==> src/rtl/ucsbece154a_dmem_responder_pkg.sv <==
// ucsbece154a_dmem_responder_pkg
//   Shared types and constants for the data-memory responder.
//   - mem_size_* access-size encodings (2'b11 is reserved and reported as an error)
//   - dmem_state_t FSM state encoding
//   - dmem_load_extend(): lane selection and sign/zero extension of a load
package ucsbece154a_dmem_responder_pkg;

    localparam logic [1:0] MEM_SIZE_BYTE = 2'b00;
    localparam logic [1:0] MEM_SIZE_HALF = 2'b01;
    localparam logic [1:0] MEM_SIZE_WORD = 2'b10;
    localparam logic [1:0] MEM_SIZE_RSVD = 2'b11;

    typedef enum logic [1:0] {
        DMEM_IDLE = 2'b00,
        DMEM_WAIT = 2'b01,
        DMEM_RESP = 2'b10
    } dmem_state_t;

    // Pick the addressed byte/half out of a RAM word and extend it to 32 bits.
    function automatic logic [31:0] dmem_load_extend(
        input logic [31:0] word,
        input logic [1:0]  lo,
        input logic [1:0]  size,
        input logic        uns
    );
        logic [7:0]  b;
        logic [15:0] h;
        b = 8'(word >> {lo, 3'b000});
        h = lo[1] ? word[31:16] : word[15:0];
        case (size)
            MEM_SIZE_BYTE: dmem_load_extend = {{24{~uns & b[7]}}, b};
            MEM_SIZE_HALF: dmem_load_extend = {{16{~uns & h[15]}}, h};
            default:       dmem_load_extend = word;
        endcase
    endfunction

endpackage

==> src/rtl/ucsbece154a_dmem_responder_if.sv <==
// ucsbece154a_dmem_responder_if
//   Request/response bus between the core's memory-request logic (master)
//   and the data-memory responder (slave).
//   req_*: valid/ready request with we, size, unsigned, addr, wdata
//   rsp_*: valid/ready response with rdata and err
interface ucsbece154a_dmem_responder_if;
    logic        req_valid_i;
    logic        req_ready_o;
    logic        req_we_i;
    logic [1:0]  req_size_i;
    logic        req_unsigned_i;
    logic [31:0] req_addr_i;
    logic [31:0] req_wdata_i;
    logic        rsp_valid_o;
    logic        rsp_ready_i;
    logic [31:0] rsp_rdata_o;
    logic        rsp_err_o;

    modport slave (
        input  req_valid_i, req_we_i, req_size_i, req_unsigned_i,
               req_addr_i, req_wdata_i, rsp_ready_i,
        output req_ready_o, rsp_valid_o, rsp_rdata_o, rsp_err_o
    );

    modport master (
        output req_valid_i, req_we_i, req_size_i, req_unsigned_i,
               req_addr_i, req_wdata_i, rsp_ready_i,
        input  req_ready_o, rsp_valid_o, rsp_rdata_o, rsp_err_o
    );
endinterface

==> src/rtl/ucsbece154a_dmem_ram.sv <==
// ucsbece154a_dmem_ram
//   DEPTH_WORDS x 32 storage, synchronous byte-lane write, combinational read.
//   clk      in  clock, rising edge
//   i_we     in  per-byte write enable (bit i -> bits [8i+7:8i])
//   i_addr   in  word index
//   i_wdata  in  write data, already steered onto its lanes
//   o_rdata  out word at i_addr
//   Contents are not reset.
module ucsbece154a_dmem_ram #(
    parameter int DEPTH_WORDS = 64,
    parameter int AW          = $clog2(DEPTH_WORDS)
) (
    input  logic          clk,
    input  logic [3:0]    i_we,
    input  logic [AW-1:0] i_addr,
    input  logic [31:0]   i_wdata,
    output logic [31:0]   o_rdata
);
    logic [31:0] r_mem [DEPTH_WORDS];

    always_ff @(posedge clk) begin
        for (int i = 0; i < 4; i++) begin
            if (i_we[i]) r_mem[i_addr][8*i +: 8] <= i_wdata[8*i +: 8];
        end
    end

    assign o_rdata = r_mem[i_addr];
endmodule

==> src/rtl/ucsbece154a_dmem_responder.sv <==
// ucsbece154a_dmem_responder
//   Accepts one load/store request, waits WAIT_CYCLES, performs the byte-lane
//   write or extended read on a local RAM, and returns a response.
//   clk      in  clock, rising edge
//   reset_n  in  asynchronous active-low reset
//   bus      slave side of ucsbece154a_dmem_responder_if (request/response)
//   Request accepted at edge N -> rsp_valid_o high after edge N+WAIT_CYCLES+1.
module ucsbece154a_dmem_responder
    import ucsbece154a_dmem_responder_pkg::*;
#(
    parameter int          DEPTH_WORDS = 64,
    parameter logic [31:0] BASE_ADDR   = 32'h1000_0000,
    parameter int          WAIT_CYCLES = 2
) (
    input  logic clk,
    input  logic reset_n,
    ucsbece154a_dmem_responder_if.slave bus
);
    localparam int AW = $clog2(DEPTH_WORDS);

    dmem_state_t r_state;
    logic [3:0]  r_cnt;
    logic        r_we;
    logic [1:0]  r_size;
    logic        r_uns;
    logic [31:0] r_addr;
    logic [31:0] r_wdata;
    logic        r_req_ready;
    logic        r_rsp_valid;
    logic [31:0] r_rsp_rdata;
    logic        r_rsp_err;

    logic [31:0] w_off;
    logic        w_err;
    logic        w_fire;
    logic [3:0]  w_be;
    logic [31:0] w_wdata;
    logic [3:0]  w_ram_we;
    logic [31:0] w_rdata;

    assign w_off  = r_addr - BASE_ADDR;   // wraps below BASE_ADDR, so one compare covers both ends
    assign w_fire = (r_state == DMEM_WAIT) && (r_cnt == 4'd0);

    always_comb begin
        w_err = (w_off >= 32'(4 * DEPTH_WORDS));
        case (r_size)
            MEM_SIZE_HALF: if (r_addr[0])          w_err = 1'b1;
            MEM_SIZE_WORD: if (r_addr[1:0] != 2'b0) w_err = 1'b1;
            MEM_SIZE_RSVD:                         w_err = 1'b1;
            default: ;
        endcase
    end

    // Replicate store data across lanes so the enable mask alone picks the target.
    always_comb begin
        w_be    = 4'b0000;
        w_wdata = r_wdata;
        case (r_size)
            MEM_SIZE_BYTE: begin
                w_be    = 4'b0001 << r_addr[1:0];
                w_wdata = {4{r_wdata[7:0]}};
            end
            MEM_SIZE_HALF: begin
                w_be    = r_addr[1] ? 4'b1100 : 4'b0011;
                w_wdata = {2{r_wdata[15:0]}};
            end
            MEM_SIZE_WORD: w_be = 4'b1111;
            default: ;
        endcase
    end

    // Only on the WAIT->RESP edge, so a reset in WAIT never lets a store land.
    assign w_ram_we = (w_fire && r_we && !w_err) ? w_be : 4'b0000;

    ucsbece154a_dmem_ram #(
        .DEPTH_WORDS (DEPTH_WORDS),
        .AW          (AW)
    ) u_ram (
        .clk     (clk),
        .i_we    (w_ram_we),
        .i_addr  (w_off[AW+1:2]),
        .i_wdata (w_wdata),
        .o_rdata (w_rdata)
    );

    // WAIT always lasts WAIT_CYCLES+1 cycles (cnt loaded with WAIT_CYCLES and
    // leaves at 0); this gives the N+WAIT_CYCLES+1 response latency, including
    // the WAIT_CYCLES==0 case.
    always_ff @(posedge clk or negedge reset_n) begin
        if (!reset_n) begin
            r_state     <= DMEM_IDLE;
            r_cnt       <= 4'd0;
            r_we        <= 1'b0;
            r_size      <= MEM_SIZE_BYTE;
            r_uns       <= 1'b0;
            r_addr      <= 32'd0;
            r_wdata     <= 32'd0;
            r_req_ready <= 1'b1;
            r_rsp_valid <= 1'b0;
            r_rsp_rdata <= 32'd0;
            r_rsp_err   <= 1'b0;
        end else begin
            case (r_state)
                DMEM_IDLE: begin
                    if (bus.req_valid_i) begin
                        r_we        <= bus.req_we_i;
                        r_size      <= bus.req_size_i;
                        r_uns       <= bus.req_unsigned_i;
                        r_addr      <= bus.req_addr_i;
                        r_wdata     <= bus.req_wdata_i;
                        r_cnt       <= 4'(WAIT_CYCLES);
                        r_req_ready <= 1'b0;
                        r_state     <= DMEM_WAIT;
                    end
                end
                DMEM_WAIT: begin
                    if (r_cnt == 4'd0) begin
                        r_rsp_valid <= 1'b1;
                        r_rsp_err   <= w_err;
                        r_rsp_rdata <= (w_err || r_we) ? 32'd0
                                     : dmem_load_extend(w_rdata, r_addr[1:0], r_size, r_uns);
                        r_state     <= DMEM_RESP;
                    end else begin
                        r_cnt <= r_cnt - 4'd1;
                    end
                end
                DMEM_RESP: begin
                    if (bus.rsp_ready_i) begin
                        r_rsp_valid <= 1'b0;
                        r_rsp_rdata <= 32'd0;
                        r_rsp_err   <= 1'b0;
                        r_req_ready <= 1'b1;
                        r_state     <= DMEM_IDLE;
                    end
                end
                default: r_state <= DMEM_IDLE;
            endcase
        end
    end

    assign bus.req_ready_o = r_req_ready;
    assign bus.rsp_valid_o = r_rsp_valid;
    assign bus.rsp_rdata_o = r_rsp_rdata;
    assign bus.rsp_err_o   = r_rsp_err;
endmodule

==> src/flat_wrapper.sv <==
// flat-port wrapper written by rule: the top's interface ports become plain ports
module ucsbece154a_dmem_responder_flat import ucsbece154a_dmem_responder_pkg::*;
#(
    parameter int          DEPTH_WORDS = 64,
    parameter logic [31:0] BASE_ADDR   = 32'h1000_0000,
    parameter int          WAIT_CYCLES = 2
)
  (clk, reset_n, bus_req_valid_i, bus_req_we_i, bus_req_size_i, bus_req_unsigned_i, bus_req_addr_i, bus_req_wdata_i, bus_rsp_ready_i, bus_req_ready_o, bus_rsp_valid_o, bus_rsp_rdata_o, bus_rsp_err_o);
  ucsbece154a_dmem_responder_if bus_i ();
  input  logic clk;
  input  logic reset_n;
  input wire logic [$bits(bus_i.req_valid_i)-1:0] bus_req_valid_i;
  input wire logic [$bits(bus_i.req_we_i)-1:0] bus_req_we_i;
  input wire logic [$bits(bus_i.req_size_i)-1:0] bus_req_size_i;
  input wire logic [$bits(bus_i.req_unsigned_i)-1:0] bus_req_unsigned_i;
  input wire logic [$bits(bus_i.req_addr_i)-1:0] bus_req_addr_i;
  input wire logic [$bits(bus_i.req_wdata_i)-1:0] bus_req_wdata_i;
  input wire logic [$bits(bus_i.rsp_ready_i)-1:0] bus_rsp_ready_i;
  output wire logic [$bits(bus_i.req_ready_o)-1:0] bus_req_ready_o;
  output wire logic [$bits(bus_i.rsp_valid_o)-1:0] bus_rsp_valid_o;
  output wire logic [$bits(bus_i.rsp_rdata_o)-1:0] bus_rsp_rdata_o;
  output wire logic [$bits(bus_i.rsp_err_o)-1:0] bus_rsp_err_o;
  assign bus_i.req_valid_i = bus_req_valid_i;
  assign bus_i.req_we_i = bus_req_we_i;
  assign bus_i.req_size_i = bus_req_size_i;
  assign bus_i.req_unsigned_i = bus_req_unsigned_i;
  assign bus_i.req_addr_i = bus_req_addr_i;
  assign bus_i.req_wdata_i = bus_req_wdata_i;
  assign bus_i.rsp_ready_i = bus_rsp_ready_i;
  assign bus_req_ready_o = bus_i.req_ready_o;
  assign bus_rsp_valid_o = bus_i.rsp_valid_o;
  assign bus_rsp_rdata_o = bus_i.rsp_rdata_o;
  assign bus_rsp_err_o = bus_i.rsp_err_o;
  ucsbece154a_dmem_responder #(.DEPTH_WORDS(DEPTH_WORDS), .BASE_ADDR(BASE_ADDR), .WAIT_CYCLES(WAIT_CYCLES)) u_core (.clk(clk), .reset_n(reset_n), .bus(bus_i));
endmodule
==> config.mk <==
export PLATFORM = sky130hd
export DESIGN_NAME = ucsbece154a_dmem_responder_flat
export DESIGN_NICKNAME = d
export VERILOG_FILES = /design/src/rtl/ucsbece154a_dmem_responder_pkg.sv /design/src/rtl/ucsbece154a_dmem_responder_if.sv /design/src/rtl/ucsbece154a_dmem_ram.sv /design/src/rtl/ucsbece154a_dmem_responder.sv /design/src/flat_wrapper.sv
export SDC_FILE = /design/constraint.sdc
export NUM_CORES = 2
export LEC_CHECK = 0
export ABC_AREA = 1
export CAP_MARGIN = 20
export CORE_MARGIN = 5
export CORE_UTILIZATION = 45
export CTS_CLUSTER_SIZE = 8
export DETAILED_ROUTE_END_ITERATION = 16
export PLACE_DENSITY = 0.62
export SETUP_SLACK_MARGIN = 0.1
export SYNTH_ARGS = -nofsm -noshare
export SYNTH_HDL_FRONTEND = slang
export SYNTH_SLANG_ARGS = --single-unit
==> constraint.sdc <==
create_clock -name clk -period 7.45 [get_ports clk]
set_clock_uncertainty 0.15 [all_clocks]
set_input_delay 1.49 -clock clk [delete_from_list [all_inputs] [get_ports clk]]
set_output_delay 1.49 -clock clk [all_outputs]
set_load 0.02 [all_outputs]
==> flow_summary.json <==
{
  "root_buffer": "clkbuf_16",
  "globalplace.congestion": 0.904,
  "p_int_mw": 26.6,
  "holdPathStages": 2,
  "design_area_um2": 97400,
  "drive_gt1_frac": 0.0787,
  "r2r-start": "u_core.r_addr[3]",
  "synth_cells": 6892,
  "area_growth_pct": 14.8,
  "finalHoldViolCount": 0,
  "worst_pin_slew_ns": 1.24,
  "p_leak_nw": 34.3,
  "required_ns": 8.11,
  "synth_area_um2": 84800,
  "clockPowerShare": 0.298,
  "grt_max_degree": 154,
  "die_y_um": 444,
  "coreArea_um2": 188000,
  "synth_fp_nets": 6971,
  "hold_start": "u_core.r_addr[11]",
  "clock_path_buffers": 4,
  "grt_antenna_before_repair": 4,
  "power.total_mw": 42.0,
  "final_common_cell": "nand2_1",
  "rows": 159,
  "post-route-drc-count": 0,
  "layout_common_cells": "nand2_1 (2315), edfxtp_1 (2048), nor2_1 (558)",
  "p_comb_frac": 0.307,
  "synth_cell_types": 47,
  "path_cells": "inv_2 -> nand2_1 -> buf_4 -> nor2_4 -> buf_12 -> nand2_1 -> nand4_1 -> o21ai_0 -> nand2_1 -> nor2_1 -> nand2_1 -> nand2_1 -> nand2_1 -> inv_1 -> nand3_1 -> nand2_1 -> nand2_1",
  "cpMaxStageDelayCell": "o21ai_0",
  "ctsResizeCount": 0,
  "cts_tree": "built",
  "holdWs_ns": 0.327,
  "finalCriticalPeriod_ns": 4.97,
  "via_count": 56100,
  "reg2reg_to": "u_core.bus.rsp_rdata_o[2]",
  "cp-start-kind": "flip-flop",
  "dp_hpwl_mm": 161,
  "crit_buf_inv": 4,
  "postCtsSetupBuffers": 0,
  "fin_tns_setup_ns": 0,
  "min_to": "u_core.r_addr[11]",
  "worstHoldPathType": "flip-flop to flip-flop",
  "grt_util_all_layers": 0.266,
  "overflow": 0,
  "cp_top_family": "simple AND/OR/NAND/NOR gates",
  "fmax_mhz": 201,
  "cts_sinks": 2157,
  "critPathMostFrequentCell": "nand2_1",
  "grt_pass1_vias": 53800,
  "ys_ff_latch": 2157,
  "cpPeakStageDelay_ns": 0.94,
  "crit_fanout": 99,
  "pwr-share-seq": 0.395,
  "worstSetupPathType": "flip-flop to flip-flop",
  "drv_cap": 0,
  "numPortBuffers": 106,
  "power.density_nw_per_um2": 432,
  "relSlewSlack": 0.168,
  "critPathCaptureType": "flip-flop",
  "grt_pass1_wl_mm": 383,
  "slew_viol_final": 0,
  "synthTopCellsByArea": "edfxtp_1 (73%), nand2_1 (10%), dfrtp_1 (3.2%)",
  "dieArea_um2": 197000,
  "drt-total-wl_mm": 268,
  "reg2regPathDepth": 17,
  "status": "completed",
  "post_drt_via_cell_ratio": 5.80,
  "io_pins": 107,
  "clock_latency_ns": 0.93,
  "period_share": 0.667,
  "start_util": 0.452,
  "worstPathArrival_ns": 5.63,
  "post-route-util": 0.519,
  "yosysTopAreaCellShare": 0.725,
  "cp.depth": 17,
  "swShare": 0.368,
  "wl_per_cell_um": 27.7,
  "avgSynthCellArea_um2": 12.3,
  "final_net_count": 7199,
  "grt_setup_unrepaired": "no",
  "yosysTopAreaCell": "edfxtp_1",
  "r2r_slack_ns": 2.48,
  "drt_pass1_iterations": 8,
  "drt-initial-drc-count": 7231,
  "yosysSeqAreaShare": 0.758,
  "cts_hold_buf": 0,
  "placed_cell_area_um2": 88900,
  "h-tree-depth": 5,
  "ys.warnings.count": 0,
  "drtAntennaViolNets": 0,
  "setup_violations": 0,
  "ir_drop_uv": 497,
  "numCtsBuffers": 320,
  "path_clk_slew_ns": 0.05,
  "p_sw_mw": 15.5,
  "die_x_um": 444
}
[worst reg2reg max path: cells and delay by family, from the launching register on]
kind	cells	cell delay, ns
buffers and inverters	4	1.12
and+or+nand+nor	12	1.75
AOI/OAI and AO/OA	1	0.94
DFF	1	0.91
[final cells by class]
| type | instances | area (um^2) |
|---|---|---|
| fillers | 15600 | 90200 |
| flip-flops and latches | 2157 | 64200 |
| multi-input cells | 4092 | 18100 |
| clock buffers | 365 | 8310 |
| well taps | 2495 | 3120 |
| repair buffers | 243 | 2360 |
| inverters | 306 | 1160 |
| clock inverters | 7 | 80.1 |
| diodes | 2 | 5.00 |
[registers in the layout, summed over array words and instances, names as in the netlist]
register and flops:
u_core.bus.req_ready_o 1, u_core.r_size 2, u_core.bus.rsp_err_o 1, u_core.r_we 1, u_core.r_addr 32, u_core.r_wdata 32
u_core.r_state 2, u_core.u_ram.r_mem 2048, u_core.r_uns 1, u_core.bus.rsp_rdata_o 32, u_core.bus.rsp_valid_o 1, u_core.r_cnt 4
[cells by family (layout without fill, tap and decap cells)]
| logic type | Yosys count | after routing | synth area share |
|---|---|---|---|
| compound gates | 608 | 608 | 0.0391 |
| fa+ha+maj | 7 | 7 | 0.00103 |
| buf+inv | 643 | 921 | 0.0332 |
| flops | 2157 | 2157 | 0.758 |
| other cells | 0 | 2 | 0 |
| simple gates | 3477 | 3477 | 0.169 |
[metal layers]
metal  track usage  up-vias  share of wire
met5             0        -              0
met4         0.127        0          0.052
met3        0.0693      612           0.12
met2         0.407     3506           0.45
met1         0.356    27700           0.38
li1              -    24300              -
[power by group through the flow]
stage	Clock (mW)	Sequential (mW)	Combinational, mW
after floorplan	0	17.2	6.24
after detailed placement	0	16.8	12.5
final	12.5	16.6	12.9
after global routing	13.2	16.6	13.5
after CTS	12.6	16.6	12.6
after global placement	0	16.8	12.4
[Yosys cell counts, drive strengths merged]
cell	n
edfxtp	2048
nand3	208
nor2	587
o22ai	10
a31oi	1
dfrtp	108
o2111ai	2
a211oi	2
o211a	1
a21oi	71
inv	301
dfstp	1
buf	234
o31ai	4
clkbuf	103
nand4	275
or2	25
clkinv	5
a22oi	78
a22o	2
nor4	3
nor3	15
nand3b	33
ha	7
o211ai	6
and2	1
nand2	2327
nor3b	3
o21ai	431
[stage by stage]
stage          worst slack (ns)  cells
2_1_floorplan              2.83   6892
3_3_place_gp               2.72   9270
3_5_place_dp               2.71   9289
4_1_cts                    2.68   9661
5_1_grt                    2.39   9665
6_report                   2.48   9667
[how the worst max path moves through the flow]
| stage | slack, ns | end | from |
|---|---|---|---|
| 3_5_place_dp | 2.71 | u_core.bus.rsp_rdata_o[2] | u_core.r_addr[3] |
| 6_report | 2.48 | u_core.bus.rsp_rdata_o[2] | u_core.r_addr[3] |
| 2_1_floorplan | 2.83 | u_core.u_ram.r_mem[0][21] | u_core.r_wdata[5] |
| 4_1_cts | 2.68 | u_core.bus.rsp_rdata_o[2] | u_core.r_addr[3] |
| 3_3_place_gp | 2.72 | u_core.bus.rsp_rdata_o[2] | u_core.r_addr[3] |
| 5_1_grt | 2.39 | u_core.bus.rsp_rdata_o[2] | u_core.r_addr[3] |
Note: power is estimated with default switching activity, not from simulation.
